$ cat config.mk
export PLATFORM = sky130hd
export DESIGN_NAME = note_lane_engine
export DESIGN_NICKNAME = d
export VERILOG_FILES = /design/src/rtl/note_lane_engine.sv
export SDC_FILE = /design/constraint.sdc
export NUM_CORES = 1
export LEC_CHECK = 0
export BUFFER_PORTS_ARGS = -buffer_cell sky130_fd_sc_hd__buf_2
export CAP_MARGIN = 5
export CORE_AREA = 2 2 156 158
export DETAILED_ROUTE_END_ITERATION = 7
export DIE_AREA = 0 0 158 160
export PLACE_DENSITY_LB_ADDON = 0.15
export SLEW_MARGIN = 20
export SYNTH_ARGS = -nofsm -noshare
export SYNTH_HDL_FRONTEND = slang
export SYNTH_SLANG_ARGS = --single-unit
$ cat constraint.sdc
create_clock -name Clk -period 10.5 [get_ports Clk]
set_clock_uncertainty 0.05 [all_clocks]
set_input_delay 0.525 -clock Clk [delete_from_list [all_inputs] [get_ports Clk]]
set_output_delay 0.525 -clock Clk [all_outputs]
set_load 0.02 [all_outputs]
$ cat src/rtl/note_lane_engine.sv
// note_lane_engine
// Drives NUM_LANES falling notes, one per lane, and judges key presses
// against a hit line. Keeps score and combo for the hex display, and
// produces per-pixel note flags and packed note positions for the
// colour mapper.
//
// Ports:
//   Clk, Reset        system clock, synchronous active-high reset
//   frame_clk         VGA vertical sync; its rising edge is a frame tick
//   keycode           current USB keycode
//   spawn_valid/lane  spawn request from the chart sequencer
//   spawn_ready       target lane can take a new note (combinational)
//   DrawX, DrawY      current pixel
//   is_note           pixel lies inside lane i's visible note (registered)
//   note_x_pos/y_pos  packed 10-bit positions, lane 0 in the LSBs
//   hit/miss_pulse    one-cycle judgement strobes per lane
//   lane_state        packed per-lane state: 0 IDLE 1 FALLING 2 HIT 3 MISS
//   score, combo      running score and consecutive-hit count
//
// Spawn handshake: a request transfers on a cycle where spawn_valid and
// spawn_ready are both high. spawn_ready depends only on spawn_lane and
// the lane state, never on spawn_valid, so the sequencer may hold a
// request until it is taken; a request with no ready has no effect.
module note_lane_engine #(
    parameter int                       NUM_LANES    = 5,
    parameter logic [8*NUM_LANES-1:0]   LANE_KEYS    = 40'h0A_09_07_16_04,
    parameter int                       LANE_X0      = 160,
    parameter int                       LANE_PITCH   = 64,
    parameter int                       NOTE_SIZE    = 16,
    parameter int                       FALL_STEP    = 4,
    parameter int                       HIT_Y        = 400,
    parameter int                       HIT_WINDOW   = 12,
    parameter int                       FLASH_FRAMES = 8,
    parameter int                       COMBO_X2     = 10,
    parameter int                       SCORE_W      = 16
) (
    input  logic                      Clk,
    input  logic                      Reset,
    input  logic                      frame_clk,
    input  logic [7:0]                keycode,
    input  logic                      spawn_valid,
    input  logic [2:0]                spawn_lane,
    output logic                      spawn_ready,
    input  logic [9:0]                DrawX,
    input  logic [9:0]                DrawY,
    output logic [NUM_LANES-1:0]      is_note,
    output logic [10*NUM_LANES-1:0]   note_x_pos,
    output logic [10*NUM_LANES-1:0]   note_y_pos,
    output logic [NUM_LANES-1:0]      hit_pulse,
    output logic [NUM_LANES-1:0]      miss_pulse,
    output logic [2*NUM_LANES-1:0]    lane_state,
    output logic [SCORE_W-1:0]        score,
    output logic [7:0]                combo
);

    localparam int               FW     = $clog2(FLASH_FRAMES + 1);
    localparam logic [10:0]      WIN_LO = 11'(HIT_Y - HIT_WINDOW);
    localparam logic [10:0]      WIN_HI = 11'(HIT_Y + HIT_WINDOW);
    localparam logic [SCORE_W:0] PTS_1  = 1;
    localparam logic [SCORE_W:0] PTS_2  = 2;

    typedef enum logic [1:0] {
        ST_IDLE    = 2'd0,
        ST_FALLING = 2'd1,
        ST_HIT     = 2'd2,
        ST_MISS    = 2'd3
    } lane_st_t;

    lane_st_t            st_q    [NUM_LANES];
    lane_st_t            st_d    [NUM_LANES];
    logic [9:0]          y_q     [NUM_LANES];
    logic [9:0]          y_d     [NUM_LANES];
    logic [10:0]         y_next  [NUM_LANES];
    logic [FW-1:0]       flash_q [NUM_LANES];
    logic [FW-1:0]       flash_d [NUM_LANES];

    logic [NUM_LANES-1:0] press;
    logic [NUM_LANES-1:0] in_win;
    logic [NUM_LANES-1:0] hit;
    logic [NUM_LANES-1:0] miss;
    logic [NUM_LANES-1:0] bad;
    logic [NUM_LANES-1:0] note_d;
    logic [NUM_LANES-1:0] note_q;
    logic [NUM_LANES-1:0] hit_q;
    logic [NUM_LANES-1:0] miss_q;

    logic [SCORE_W-1:0]  score_q;
    logic [SCORE_W-1:0]  score_d;
    logic [SCORE_W:0]    sum;
    logic [7:0]          combo_q;
    logic [7:0]          combo_d;

    logic                fs1, fs2, fs3;
    logic                tick;
    logic [7:0]          keycode_prev;

    // fs1/fs2 synchronise frame_clk; fs3 holds the previous synchronised
    // level so tick fires for exactly one Clk cycle per rising edge.
    assign tick = fs2 & ~fs3;

    always_comb begin
        spawn_ready = 1'b0;
        for (int i = 0; i < NUM_LANES; i++) begin
            if (spawn_lane == 3'(i) && st_q[i] == ST_IDLE) spawn_ready = 1'b1;
        end
    end

    // A press is the first cycle a lane's key appears, so a held key
    // counts once.
    always_comb begin
        for (int i = 0; i < NUM_LANES; i++) begin
            press[i]  = (keycode == LANE_KEYS[i*8 +: 8]) &&
                        (keycode_prev != LANE_KEYS[i*8 +: 8]);
            in_win[i] = ({1'b0, y_q[i]} >= WIN_LO) && ({1'b0, y_q[i]} <= WIN_HI);
            y_next[i] = {1'b0, y_q[i]} + 11'(FALL_STEP);
        end
    end

    // Per-lane next state. A hit is checked before the fall so a press in
    // the window beats a miss caused by the same tick.
    always_comb begin
        for (int i = 0; i < NUM_LANES; i++) begin
            st_d[i]    = st_q[i];
            y_d[i]     = y_q[i];
            flash_d[i] = flash_q[i];
            hit[i]     = 1'b0;
            miss[i]    = 1'b0;
            bad[i]     = 1'b0;
            case (st_q[i])
                ST_IDLE: begin
                    bad[i] = press[i];
                    // Spawn wins over a coincident tick: the note starts at
                    // the top with no fall applied.
                    if (spawn_valid && spawn_lane == 3'(i)) begin
                        st_d[i] = ST_FALLING;
                        y_d[i]  = '0;
                    end
                end
                ST_FALLING: begin
                    if (press[i] && in_win[i]) begin
                        hit[i]     = 1'b1;
                        st_d[i]    = ST_HIT;
                        flash_d[i] = '0;
                    end else begin
                        bad[i] = press[i];
                        if (tick) begin
                            if (y_next[i] > WIN_HI) begin
                                miss[i]    = 1'b1;
                                st_d[i]    = ST_MISS;
                                flash_d[i] = '0;
                            end else begin
                                y_d[i] = y_next[i][9:0];
                            end
                        end
                    end
                end
                ST_HIT, ST_MISS: begin
                    if (tick) begin
                        if (flash_q[i] == FW'(FLASH_FRAMES - 1)) begin
                            st_d[i]    = ST_IDLE;
                            y_d[i]     = '0;
                            flash_d[i] = '0;
                        end else begin
                            flash_d[i] = flash_q[i] + FW'(1);
                        end
                    end
                end
                default: st_d[i] = ST_IDLE;
            endcase
        end
    end

    // Hits are scored in lane order so each sees the combo left by the
    // lanes before it; any miss or bad press still zeroes the final combo.
    always_comb begin
        score_d = score_q;
        combo_d = combo_q;
        sum     = '0;
        for (int i = 0; i < NUM_LANES; i++) begin
            if (hit[i]) begin
                sum     = {1'b0, score_d} + ((combo_d >= 8'(COMBO_X2)) ? PTS_2 : PTS_1);
                score_d = sum[SCORE_W] ? '1 : sum[SCORE_W-1:0];
                if (combo_d != 8'hFF) combo_d = combo_d + 8'd1;
            end
        end
        if (|miss || |bad) combo_d = '0;
    end

    always_comb begin
        for (int i = 0; i < NUM_LANES; i++) begin
            note_d[i] = (st_q[i] == ST_FALLING || st_q[i] == ST_HIT) &&
                        ({1'b0, DrawX} >= 11'(LANE_X0 + i*LANE_PITCH)) &&
                        ({1'b0, DrawX} <  11'(LANE_X0 + i*LANE_PITCH + NOTE_SIZE)) &&
                        ({1'b0, DrawY} >= {1'b0, y_q[i]}) &&
                        ({1'b0, DrawY} <  {1'b0, y_q[i]} + 11'(NOTE_SIZE));
        end
    end

    always_ff @(posedge Clk) begin
        if (Reset) begin
            for (int i = 0; i < NUM_LANES; i++) begin
                st_q[i]    <= ST_IDLE;
                y_q[i]     <= '0;
                flash_q[i] <= '0;
            end
            note_q       <= '0;
            hit_q        <= '0;
            miss_q       <= '0;
            score_q      <= '0;
            combo_q      <= '0;
            fs1          <= 1'b0;
            fs2          <= 1'b0;
            fs3          <= 1'b0;
            keycode_prev <= '0;
        end else begin
            for (int i = 0; i < NUM_LANES; i++) begin
                st_q[i]    <= st_d[i];
                y_q[i]     <= y_d[i];
                flash_q[i] <= flash_d[i];
            end
            note_q       <= note_d;
            hit_q        <= hit;
            miss_q       <= miss;
            score_q      <= score_d;
            combo_q      <= combo_d;
            fs1          <= frame_clk;
            fs2          <= fs1;
            fs3          <= fs2;
            keycode_prev <= keycode;
        end
    end

    for (genvar g = 0; g < NUM_LANES; g++) begin : g_out
        assign note_x_pos[g*10 +: 10] = 10'(LANE_X0 + g*LANE_PITCH);
        assign note_y_pos[g*10 +: 10] = y_q[g];
        assign lane_state[g*2 +: 2]   = st_q[g];
    end

    assign is_note    = note_q;
    assign hit_pulse  = hit_q;
    assign miss_pulse = miss_q;
    assign score      = score_q;
    assign combo      = combo_q;

endmodule
* Word level (Yosys, flattened, before mapping) *
Memories as Yosys holds them, arrays and structs flattened.
Cells that the tools add are included.

storage, ports and cells
  register bits after elaboration = 50
  memory bits (writable) = 80
  input bits = 35
  output and inout port bits = 150
  word-level logic and storage cells = 386
  memories = 3

operators by class
  $add $sub $neg = 25
  $lt $le $gt $ge = 40
  equal/unequal tests = 39
  mux-type cells = 188
  bitwise logic cells = 17
  reduce and logical (&&, ||, !) cells = 65

memory list
  name     words  width  read ports  clocked after memory_dff  wr ports  RTL line  source
  y_q      5      10     5           0                         5         71        logic [9:0] y_q [NUM_LANES];
  flash_q  5      4      5           0                         5         74        logic [FW-1:0] flash_q [NUM_LANES];
  st_q     5      2      5           0                         5         69        lane_st_t st_q [NUM_LANES];

operator list
  cell                                                                               number
  10-bit 2-to-1 mux                                                                  35
  16-bit 2-to-1 mux                                                                  10
  10-bit one-hot mux with 3 select lines                                             5
  4-bit 2-to-1 mux                                                                   30
  16-bit by 2-bit adder with 17-bit output                                           5
  10-bit by 9-bit >= comparator with 1-bit output (second input constant)            8
  2-bit 2-to-1 mux                                                                   40
  8-bit 2-to-1 mux                                                                   10
  10-bit by 3-bit adder with 11-bit output (second input constant)                   5
  10-bit by 5-bit adder with 11-bit output (second input constant)                   5
  11-bit by 9-bit greater-than comparator with 1-bit output (second input constant)  5
  10-bit by 11-bit < comparator with 1-bit output                                    5
  10-bit >= comparator                                                               5
  10-bit by 9-bit <= comparator with 1-bit output (second input constant)            5
  1-bit logical AND                                                                  45
  1-bit 2-to-1 mux                                                                   43
  8-bit by 1-bit adder with 8-bit output (second input constant)                     5
  8-bit by 4-bit >= comparator with 1-bit output (second input constant)             5
  8-bit inequality test (second input constant)                                      5
  4-bit one-hot mux with 2 select lines                                              5
  10-bit by 9-bit < comparator with 1-bit output (second input constant)             3
  2-bit one-hot mux with 3 select lines                                              5
  4-bit by 1-bit adder with 4-bit output (second input constant)                     5
  2-bit == test (second input constant)                                              10
  other kinds (22)                                                                   70

* Depth between registers and ports, before layout *
An unclocked memory read counts as a cell.

  depth after elaboration = 21
  depth in mapped cells = 40
  depth with buffers taken out = 37

* Least setup slack after synthesis *
No wires, ideal clock.

  path kind = register -> register
  from = register combo_q[0] (netlist: combo[0])
  to = register score_q[10] (netlist: score[10])
  setup time = 0.069 ns
  arrival = 7.870 ns
  slack = 2.511 ns
  cell stages (with the launch flop) = 38
  buffers on the path = 3
  clock period less this slack = 7.989 ns
  cell sequence = dfxtp_1 -> inv_1 -> ha_1 -> o31ai_1 -> nand2_1 -> inv_1 -> ha_1 -> inv_1 -> fa_1 -> and3b_1 -> nand4_1 -> nor2_1 -> nor3b_1 -> a21oi_1 -> ha_1 -> a21oi_1 -> nand2b_1 -> a2111oi_4 -> [2 not listed] -> a211o_1 -> nor4b_2 -> a31oi_1 -> o21ai_0 -> o22a_1 -> ha_1 -> fa_1 -> nand2_1 -> or3_1 -> a21oi_1 -> o2111ai_1 -> a211oi_2 -> and4_1 -> buf_4 -> a31o_4 -> nand3_4 -> buf_6 -> a21oi_2

between the ends
  longest elaborated chain between the ends = 17

RTL lines
  what                                                                                 RTL line  source
  start, declared                                                                      90        logic [7:0] combo_q;
  start signal, assigned                                                               225       combo_q <= combo_d;
  8-bit by 4-bit >= comparator with 1-bit output (tied with other cells)               181       sum = {1'b0, score_d} + ((combo_d >= 8'(COMBO_X2)) ? PTS_2 : PTS_1);
  2-bit 2-to-1 mux or 8-bit 2-to-1 mux (tied branches)                                 181, 183
  16-bit by 2-bit adder with 17-bit output or 8-bit 2-to-1 mux (tied branches)         181, 180
  16-bit 2-to-1 mux (tied with other cells)                                            182       score_d = sum[SCORE_W] ? '1 : sum[SCORE_W-1:0];
  16-bit 2-to-1 mux (tied with other cells)                                            180       if (hit[i]) begin
  16-bit by 2-bit adder with 17-bit output or 8-bit 2-to-1 mux (tied branches)         181, 180
  16-bit 2-to-1 mux (tied with other cells)                                            182
  16-bit 2-to-1 mux (tied with other cells)                                            180
  16-bit by 2-bit adder with 17-bit output or 8-bit 2-to-1 mux (tied branches)         181, 180
  16-bit 2-to-1 mux (tied with other cells)                                            182
  16-bit 2-to-1 mux (tied with other cells)                                            180
  16-bit by 2-bit adder with 17-bit output or 8-bit 2-to-1 mux (tied branches)         181, 180
  16-bit 2-to-1 mux or 8-bit by 4-bit >= comparator with 1-bit output (tied branches)  182, 181
  16-bit 2-to-1 mux or 2-bit 2-to-1 mux (tied branches)                                180, 181
  16-bit by 2-bit adder with 17-bit output                                             181
  16-bit 2-to-1 mux                                                                    182
  16-bit 2-to-1 mux (*)                                                                180
  end signal, assigned                                                                 224       score_q <= score_d;
  end, declared                                                                        87        logic [SCORE_W-1:0] score_q;

Every way passes the cells marked *; elsewhere a longest branch is shown, timed or not.
A chain may end at the register's enable or synchronous reset.

* Final worst setup path *
  from = register combo_q[0] (netlist: combo[0])
  to = register score_q[1] (netlist: score[1])

Same word-level chain as after synthesis.

==> metrics <==
CP max-delay cell fa_1; die height 160 microns; crit end category flip-flop; Post-DRT Antenna Nets 0; clk root buf clkbuf_16; Post-Synth XOR/XNOR Area 3.75%; Via density 6.27; actual slew at the worst max-slew pin approximately 1200 ps; FMAX 0.103 GHz; global-route wire length before repair 63000 microns; vias in the first global route 12216; clock-pin slew on the worst setup and hold paths 60 ps; Max stage delay on crit path 480 ps; post-detail-place hpwl 31200 microns; MaxCap Viol Count 0; EDFF count, synth 0; ys flop type dfxtp_1; Routed Wire Length 40100 microns; Critical Path AT 10020 ps; Routed WL per cell 17.9 microns; largest family of logic cells by synthesized area simple AND/OR/NAND/NOR gates; Sink Count between 100 and 150; pin count of the biggest net entering global routing slightly below 60; ys async rst share 0%; Initial DRT Pass Iterations 6; Setup crit start kind flip-flop; CTS tree done; Leak 0.00580 uW; slew margin rel. 17.6%; Num CTS Buffers 17; H-Tree Depth 4; most common cell after layout, fill and taps aside nor2_1; Synth area leader dfxtp_1; Hold Path Class in -> reg; Cell Rows 57; starting density of the core 58.2%; crit share post-route 92.7%; required time worst endpoint 10790 ps; Seq/Total Area, Yosys 17.3%; fin util 63.3%; TNS Setup 0 ps; CP bufs+invs 5; top cell family by delay on the critical path compound AO/OA/AOI/OAI gates; # nets final 2089; Synth Cell Area 0.0139 sq mm; num ports 185; Yosys top cell area share 17.3%; Synth cell types 120; Adder-Cell Fraction of Synth Area 14.3%; CTS hold repair buffers 0; Simple-Gate Fraction of Synth Area around 29%; share of layout cells above drive strength 1 14.6%; WHS ~280 ps; later-pin clock latency in the skew report 420 ps; Seq cells post-synth 120; status completed; Setup CP Type reg -> reg; Setup Buffers After CTS 0; die area 0.0253 sq mm; die extent in x 158 microns; PortBufs around 120; drc violations 0; grt ovf 0; syn avg cell area 7.66 sq um; synthesized netlist cell count 1810; Power Density 99.2 mW/mm^2; deepest clock path buffer count 2; Final Hold Vio Count 0; Final Critical Period 9740 ps; RSZ-0062 raised after global routing false; Syn. warnings 0; core area 0.0238 sq mm; Placer Congestion 1.00; post-CTS resize count 0; GRT Total Usage a little under a third; DR iter-0 viols 1266; synth top area cells dfxtp_1 (17%), ha_1 (14%), a21oi_1 (5.1%), nor2_1 (4.3%), o21ai_0 (4.1%); area grow syn2layout 8.63%; Max VDD drop 0.000105 V; initial antenna violation count 3; final setup vio count 0; critical-path maximum fanout 13; Final Power between 1000 and 1500 uW; detailed-route via count ~14000; Max Slew Vio Count 0; commonest cells after routing, fill and taps aside nor2_1 (160), ha_1 (150), a21oi_1 (140), nand2_1 (133), dfxtp_1 (120); mux contribution to synthesized area 3.09%; post-synthesis compound-gate area fraction between 20% and 30%
## cell families (layout without fill, tap and decap cells)
| group | after synthesis | after routing |
|---|---|---|
| buf+inv | 218 | 262 |
| xor+xnor | 56 | 56 |
| simple gates | 721 | 721 |
| fa+ha+maj | 155 | 155 |
| mux | 38 | 38 |
| compound gates | 500 | 500 |
| flops | 120 | 120 |
| other cells | 2 | 63 |
## report_power, final
group	switching (uW)	leakage, uW	total (uW)	internal (uW)
logic	263	0.00453	381	118
registers	25.3	0.000970	498	473
clock network	227	0.000300	615	388
## per-layer routing
layer	global-route usage [%]	up-vias	part of all wire, %
li1	-	6768	-
met1	42.9	6561	44
met2	48.0	643	45
met3	5.18	77	7.9
met4	9.66	0	2.9
met5	0	-	0
## synth_stat cells, drive strengths merged (23+ instances only)
cell type / number
clkbuf: 39
ha: 150
nand4: 23
nor2b: 31
mux2i: 24
nor3: 71
o21ai: 122
a211oi: 29
dfxtp: 120
nor4: 42
xnor2: 49
nor2: 162
nand2: 133
inv: 103
nand2b: 41
nand3: 73
buf: 76
a21oi: 155
## metrics by stage
step                      worst slack [ps]  cells  cell area [sq um]
final                                  765   2239              15100
after CTS                              969   2236              15100
after floorplan                       2510   1868              14100
after global placement                1140   2204              14400
after detailed placement              1010   2204              14400
after global routing                  18.2   2239              15100
## layout make-up
class / count / area, sq um
Antenna cell: 3 / 7.51
Clock buffer: 19 / 453
Clock inverter: 13 / 171
Fill cell: 2202 / 8750
Inverter: 103 / 387
Multi-Input combinational cell: 1530 / 10600
Sequential cell: 120 / 2400
Tap cell: 324 / 405
Timing Repair Buffer: 127 / 661
## path summary, 6_finish.rpt
kind	from	cells past startpoint	slack [ps]	end
worst min register to register	fs1	1	420	fs2
worst max-delay path	combo[0]	38	760	score[1]
worst max register to register	combo[0]	38	760	score[1]
worst min-delay path	frame_clk	2	280	fs1
## registers in the layout (all words and copies together), names as in the netlist
| register | flops |
|---|---|
| fs2 | 1 |
| score | 16 |
| flash_q | 20 |
| keycode_prev | 8 |
| is_note | 5 |
| combo | 8 |
| fs3 | 1 |
| hit_pulse | 5 |
| st_q | 10 |
| fs1 | 1 |
| miss_pulse | 5 |
| y_q | 40 |
Note: power is estimated with default switching activity, not from simulation.
